===== config.mk =====
export PLATFORM = sky130hd
export DESIGN_NAME = wave_sequencer
export DESIGN_NICKNAME = d
export VERILOG_FILES = /design/src/rtl/gen_pkg.sv /design/src/rtl/phase_accumulator.sv /design/src/rtl/wave_sequencer.sv
export SDC_FILE = /design/constraint.sdc
export NUM_CORES = 1
export LEC_CHECK = 0
export CAP_MARGIN = 20
export CORE_MARGIN = 4
export CORE_UTILIZATION = 30
export CTS_CLUSTER_DIAMETER = 40
export DETAILED_ROUTE_END_ITERATION = 10
export HOLD_SLACK_MARGIN = 0.1
export PLACE_DENSITY = 0.55
export SLEW_MARGIN = 20
export SYNTH_ARGS = -nofsm -noshare
export SYNTH_HDL_FRONTEND = slang
export SYNTH_SLANG_ARGS = --single-unit

===== constraint.sdc =====
create_clock -name clk -period 8 [get_ports clk]
set_clock_uncertainty 0.2 [all_clocks]
set_input_delay 1.2 -clock clk [delete_from_list [all_inputs] [get_ports clk]]
set_output_delay 1.2 -clock clk [all_outputs]
set_load 0.05 [all_outputs]

===== src/rtl/gen_pkg.sv =====
// Shared constants, FSM state type and the offset-binary attenuation helper
// for the wave sequencer.
package gen_pkg;

    localparam int          DATA_W    = 12;
    localparam int          ADDR_W    = 12;
    localparam logic [11:0] MIDSCALE  = 12'h800;
    localparam logic [3:0]  ATTEN_MAX = 4'd11;

    typedef enum logic [1:0] {
        IDLE,
        ADDR,
        CAPT,
        HOLD
    } state_e;

    // Shift the signed distance from midscale, then re-centre.
    // A 13-bit difference cannot overflow, so the result always fits 12 bits.
    function automatic logic [DATA_W-1:0] attenuate(input logic [DATA_W-1:0] sample,
                                                    input logic [3:0]        atten);
        logic [3:0]               sh;
        logic signed [DATA_W:0]   diff;
        logic signed [DATA_W:0]   shifted;
        sh      = (atten > ATTEN_MAX) ? ATTEN_MAX : atten;
        diff    = $signed({1'b0, sample}) - $signed({1'b0, MIDSCALE});
        shifted = diff >>> sh;
        return MIDSCALE + shifted[DATA_W-1:0];
    endfunction

endpackage


===== src/rtl/phase_accumulator.sv =====
// Phase register, latched tuning word and deferred phase-clear flag.
// addr_nxt_o exposes the table index of the phase value taking effect at the next edge.
module phase_accumulator #(
    parameter int PHASE_W    = 24,
    parameter int TABLE_BITS = 5
) (
    input  logic                  clk,
    input  logic                  rst,
    input  logic [PHASE_W-1:0]    step_i,
    input  logic                  load_step_i,
    input  logic                  advance_i,
    input  logic                  clr_i,
    input  logic                  idle_i,
    output logic [TABLE_BITS-1:0] addr_nxt_o
);

    logic [PHASE_W-1:0] phase_q, phase_d;
    logic [PHASE_W-1:0] step_q, step_d;
    logic               clr_pend_q, clr_pend_d;

    always_comb begin
        phase_d    = phase_q;
        step_d     = step_q;
        clr_pend_d = clr_pend_q;
        if (advance_i) begin
            // Clear wins over the increment, whether pending or arriving now.
            phase_d    = (clr_i || clr_pend_q) ? '0 : phase_q + step_q;
            clr_pend_d = 1'b0;
        end else if (idle_i) begin
            if (clr_i) begin
                phase_d = '0;
            end
            clr_pend_d = 1'b0;
        end else if (clr_i) begin
            clr_pend_d = 1'b1;
        end
        if (load_step_i) begin
            step_d = step_i;
        end
    end

    always_ff @(posedge clk or posedge rst) begin
        if (rst) begin
            phase_q    <= '0;
            step_q     <= '0;
            clr_pend_q <= 1'b0;
        end else begin
            phase_q    <= phase_d;
            step_q     <= step_d;
            clr_pend_q <= clr_pend_d;
        end
    end

    assign addr_nxt_o = phase_d[PHASE_W-1 -: TABLE_BITS];

endmodule


===== src/rtl/wave_sequencer.sv =====
// Sample-memory read initiator: phase-driven table addressing, attenuation,
// and valid/ready delivery to the DAC stage.
//
// state | meaning
// IDLE  | waiting for enable; phase_clr acts immediately
// ADDR  | mem_address presented, memory captures it at the closing edge
// CAPT  | mem_sample valid, attenuated result registered
// HOLD  | sample_valid high until sample_ready handshake
module wave_sequencer
    import gen_pkg::*;
#(
    parameter int PHASE_W    = 24,
    parameter int TABLE_BITS = 5
) (
    input  logic               clk,
    input  logic               rst,
    input  logic               enable,
    input  logic [PHASE_W-1:0] step,
    input  logic               phase_clr,
    input  logic [3:0]         atten,
    output logic [ADDR_W-1:0]  mem_address,
    input  logic [DATA_W-1:0]  mem_sample,
    output logic [DATA_W-1:0]  sample_out,
    output logic               sample_valid,
    input  logic               sample_ready,
    output logic               busy
);

    localparam int ADDR_PAD = ADDR_W - TABLE_BITS;

    state_e                  state_q, state_d;
    logic [ADDR_W-1:0]       addr_q, addr_d;
    logic [DATA_W-1:0]       sample_q, sample_d;
    logic                    valid_q, valid_d;
    logic                    advance;
    logic                    load_step;
    logic [TABLE_BITS-1:0]   addr_nxt;

    // Kept outside the FSM block so the accumulator feedback stays acyclic.
    assign advance   = (state_q == HOLD) && sample_ready;
    assign load_step = enable && ((state_q == IDLE) || advance);

    phase_accumulator #(
        .PHASE_W    (PHASE_W),
        .TABLE_BITS (TABLE_BITS)
    ) u_phase (
        .clk         (clk),
        .rst         (rst),
        .step_i      (step),
        .load_step_i (load_step),
        .advance_i   (advance),
        .clr_i       (phase_clr),
        .idle_i      (state_q == IDLE),
        .addr_nxt_o  (addr_nxt)
    );

    always_comb begin
        state_d  = state_q;
        addr_d   = addr_q;
        sample_d = sample_q;
        valid_d  = valid_q;
        if (load_step) begin
            addr_d = {{ADDR_PAD{1'b0}}, addr_nxt};
        end
        case (state_q)
            IDLE: if (enable) state_d = ADDR;
            ADDR: state_d = CAPT;
            CAPT: begin
                sample_d = attenuate(mem_sample, atten);
                valid_d  = 1'b1;
                state_d  = HOLD;
            end
            HOLD: if (sample_ready) begin
                valid_d = 1'b0;
                state_d = enable ? ADDR : IDLE;
            end
            default: state_d = IDLE;
        endcase
    end

    always_ff @(posedge clk or posedge rst) begin
        if (rst) begin
            state_q  <= IDLE;
            addr_q   <= '0;
            sample_q <= '0;
            valid_q  <= 1'b0;
        end else begin
            state_q  <= state_d;
            addr_q   <= addr_d;
            sample_q <= sample_d;
            valid_q  <= valid_d;
        end
    end

    assign mem_address  = addr_q;
    assign sample_out   = sample_q;
    assign sample_valid = valid_q;
    assign busy         = (state_q != IDLE);

endmodule


; ---- Word-level counts from Yosys, hierarchy flattened
; Cells that the tools add are included.
[totals]
mem_count = 0
latchBits = 0
rom_bits = 0
ramBits = 0
reg_bits = 69
inputBits = 45
[classes]
n_addsub = 3
n_eq_ne = 5
n_mux = 14
n_div = 0
n_bitwise = 0
n_shift = 1
mul = 0
order_cmp = 1
reduce_logical = 13
[op_table]
columns = cell, n
row1 = 24-bit two-way mux, 4
row2 = 24-bit adder, 1
row3 = 13-bit by 4-bit >>> shifter with 12-bit output, 1
row4 = 12-bit by 12-bit subtractor with 13-bit output (second input constant), 1
row5 = 12-bit adder (first input constant), 1
row6 = 2-bit case mux with 4 select lines, 1
row7 = 2-bit nonzero test, 4
row8 = 2-bit AND reduction, 3
row9 = 1-bit two-way mux, 5
row10 = 2-bit == test (second input constant), 2
row11 = 4-bit > comparator (second input constant), 1
row12 = 2-bit two-way mux, 2
row13 = 4-bit two-way mux, 1
row14 = 2-bit != test (second input constant), 2
row15 = 3-bit nonzero test, 1
row16 = 2-bit by 1-bit == test with 1-bit output (second input constant), 1
row17 = 1-bit logical AND, 2
row18 = 2-bit logical NOT, 1
row19 = 1-bit logical OR, 2
row20 = 1-bit case mux with 2 select lines, 1

; ---- Longest topological paths before layout
[logic_depth]
ltp_word = 4
depth_mapped = 9
depth_no_buf = 9

; ---- Cells and area by module
; Synthesis repeated with hierarchy kept, for this count alone.
[hier_totals]
hier_cells = 453
hier_area_um2 = 4529.3
[modules_own_cells]
columns = module, n_inst, area_per_inst_um2, seq_area_each_um2, cells_per_inst
row1 = phase_accumulator, 1, 3027.9, 1226.2, 294
row2 = wave_sequencer, 1, 1501.4, 500.5, 159

; ---- Worst setup path after synthesis
; OpenSTA, ideal clock, no wires.
[synth_timing]
path_type = input-to-reg
startpoint = input port atten[2]
endpoint = register sample_q[5], in the netlist sample_out[5]
path_slack_ps = 5056
stages = 8
setup_ps = 135
path_buffers = 2
t_arrival_ps = 2609
path_cell_list = buf_2 a21oi_2 buf_6 mux2i_1 a21oi_1 mux2_2 o211ai_1 o21ai_0
[synth_via]
elab_chain_cells = 4
[synth_rtl]
columns = item, line_no
row1 = "start, declared", wave_sequencer.sv:20  ; input logic [3:0] atten,
row2 = 4-bit > comparator, gen_pkg.sv:24  ; sh = (atten > ATTEN_MAX) ? ATTEN_MAX : atten;
row3 = 4-bit two-way mux *, gen_pkg.sv:24
row4 = 13-bit by 4-bit >>> shifter with 12-bit output *, gen_pkg.sv:26  ; shifted = diff >>> sh;
row5 = 12-bit adder *, gen_pkg.sv:27  ; return MIDSCALE + shifted[DATA_W-1:0];
row6 = "end signal, assigned", wave_sequencer.sv:90  ; sample_q <= sample_d;
row7 = "end, declared", wave_sequencer.sv:33  ; logic [DATA_W-1:0] sample_q, sample_d;
; Every way passes the cells marked *; elsewhere a longest branch is shown, timed or not.
; A chain may end at the register's enable or synchronous reset.

; ---- Final worst setup path
[layout_timing]
startpoint = input port atten[2]
endpoint = register sample_q[6], in the netlist sample_out[6]
; Same word-level chain as after synthesis.

==> reports/results.tsv <==
metric	value	unit
worst path bufs/invs	1	
Die Wd	128	um
Post-synth EDFFs	0	
syn_area_per_cell	9.71	um2
initial drt markers	187	
initial antenna violation count	0	
post-place setup slack	3940	ps
vias	3445	
post-CTS setup buffers	0	
crit start category	primary input	
Critical Path AT	3730	ps
setup TNS	0	ps
Area contributors post-synth	dfrtp_1 (40%), mux2_2 (7.8%), ha_1 (7.5%)	
top_reg_cell synth	dfrtp_1	
H-tree depth	3	
Synth Area in Adders	7.96	%
cell count after synthesis	447	
mux cell area share after synthesis	10.8	%
Num CTS Buffers	9	
Worst-path clk slew	50	ps
worst vdd ir	0.115	mV
Worst path slowest cell	a21oi_1	
Cell Chain, Critical Path	clkdlybuf4s50_1 > a21oi_1 > a21oi_1 > a31oi_1 > mux2i_1 > o211ai_1 > o21ai_0	
Sink Count	69	
run status	completed	
layout cells sized above 1	11.9	%
Synth Area in Simple Gates	10.3	%
Yosys cell types	64	
Cells after DPL	670	
max-slew violation total from the final report	0	
Setup crit end kind	flop	
Yosys top cell area share	39.8	%
P_leak	0.00232	uW
Die H	128	um
Final Wtd Congestion	0.871	
#FFs+latches synth	69	
Reg area	0.00173	mm2
Yosys top cell by area	dfrtp_1	
# IOs	71	
Top cell by count, worst path	a21oi_1	
via/cell ratio	5.04	
fill count	1382	
synthesized area	0.00434	mm2
final setup fails	0	
Total Routing Usage GR	12.8	%
Post-DRT Antenna Nets	0	
post-synthesis compound-gate area fraction	21.8	%
global-route wire length before repair	17.1	mm
Initial Utilization	30.9	%
synth cell count leaders	dfrtp_1 (69), nand2_1 (47), o21ai_0 (40)	
Hold WC Path Type	flop to flop	
Worst-Skew Late Latency	330	ps
Non-Filler Instances	684	
Least-Margin Pin Slew	1040	ps
hold-fix buffers at CTS	0	
kind of critical path	primary input to flop	
crit share post-route	46.9	%
pin count of the biggest net entering global routing	70	
post-synthesis async set-or-reset flop share	100	%
vias in the first global route	3455	
num rows	43	
max-cap violations	0	
synthesis-to-layout area growth	23.7	%
critical path required time	7980	ps
max incr delay on CP	960	ps
CTS tree	done	
synth warn	0	
main combinational cell family by area after synthesis	compound AO/OA/AOI/OAI gates	
ANT cells	0	
Final min period	3750	ps
wire per inst	14.9	um
Pre-Repair DR Iteration Count	4	
CTS max path bufs	2	
Core ar.	0.0140	mm2
sequential fraction of the synthesis area	39.8	%
Root Buffer	clkbuf_16	
Synth Area in XOR/XNOR	4.24	%
CP delay by family, top	compound AO/OA/AOI/OAI gates	
Die Area	0.0165	mm2
worst setup margin	4250	ps
Post-CTS Resized	0	
gr ovfl total	0	
RSZ-0062 raised after global routing	no	
Buffers on Ports	63	
area of the multi-input gates	0.00242	mm2
final hold vios	0	
Total Nets Final	573	
hpwl dp	7.39	mm
Total Routed Length	10.2	mm
# DRC	0	
crit-path max FO	17	
Power Density	436	mW/mm2
Slew headroom	30.7	%
count leader, synth	dfrtp_1	
Fmax	0.267	GHz
[kinds of logic (layout without fill, tap and decap cells)]
| logic type | Yosys count | after routing |
|---|---|---|
| AND/OR/NAND/NOR | 99 | 99 |
| AO/OA/AOI/OAI | 142 | 142 |
| adder cells (fa/ha/maj) | 27 | 27 |
| flip-flops | 69 | 69 |
| other | 1 | 7 |
| multiplexers | 43 | 43 |
| buffers and inverters | 45 | 96 |
| XOR/XNOR | 21 | 21 |
[where the power goes]
group,internal (uW),switching (uW)
combinational,546,774
clock,246,143
sequential,520,114
[state kept, by name, summed over array words and instances, names as in the netlist]
name                cells
mem_address             5
sample_out             12
sample_valid            1
state_q                 2
u_phase.clr_pend_q      1
u_phase.phase_q        24
u_phase.step_q         24
[worst reg2reg max path, stage by stage, from the launching register on]
cell and delay, ps:
dfrtp_1 380, ha_1 250, fa_1 410, a21o_2 220
a221oi_2 370, or4_1 210, nand3_2 120, a311oi_2 270
xor2_1 280, o221ai_1 170
[layout make-up]
type	instances	share of cell area, %
inverters	16	1.12
multi-input cells	339	45.1
clock inverters	2	0.652
repair buffers	66	12.2
clock buffers	12	4.59
flip-flops and latches	69	32.2
well taps	180	4.19
[final timing paths]
kind / startpoint / endpoint / slack, ps / depth (start not counted)
worst max-delay path: atten[2] / sample_out[6]$_DFFE_PP0P_ / 4250 / 7
max in group asynchronous: rst / u_phase.phase_q[17]$_DFFE_PP0P_ / 5750 / 3
worst min-delay path: u_phase.phase_q[16]$_DFFE_PP0P_ / u_phase.phase_q[16]$_DFFE_PP0P_ / 280 / 2
worst min register to register: u_phase.phase_q[16]$_DFFE_PP0P_ / u_phase.phase_q[16]$_DFFE_PP0P_ / 280 / 2
worst max register to register: u_phase.step_q[0]$_DFFE_PP0P_ / mem_address[1]$_DFFE_PP0P_ / 4980 / 9
min in group asynchronous: rst / sample_out[4]$_DFFE_PP0P_ / 1260 / 3
[per-stage QoR]
stage,hold WS [ps],utilization [%],instance area [um2],total power [uW]
floorplan,254,-,4360,1640
global placement,270,36.2,5090,1930
detailed placement,277,36.2,5090,1960
CTS,292,38.2,5370,2360
global route,312,38.2,5370,2530
finish,282,38.2,5370,2340
[per-layer routing]
layer  vias up  GRT usage [%]  wire length (um)
met5         -              0                 0
met4         0           5.74               229
met3        13           1.96               473
met2        76           19.8              4500
met1      1642           17.7              4990
li1       1714              -                 -
[cell usage in the layout, fill, tap and decap left out, drive strengths merged, types with 12 or more instances in the layout]
cell type,count
o21ai,42
nand2,47
mux2i,13
dfrtp,69
mux2,30
nand3,12
a21oi,38
ha,26
nor2,19
clkdlybuf4s50,63
inv,16
clkbuf,12
Power figures use the tool's default switching activity.
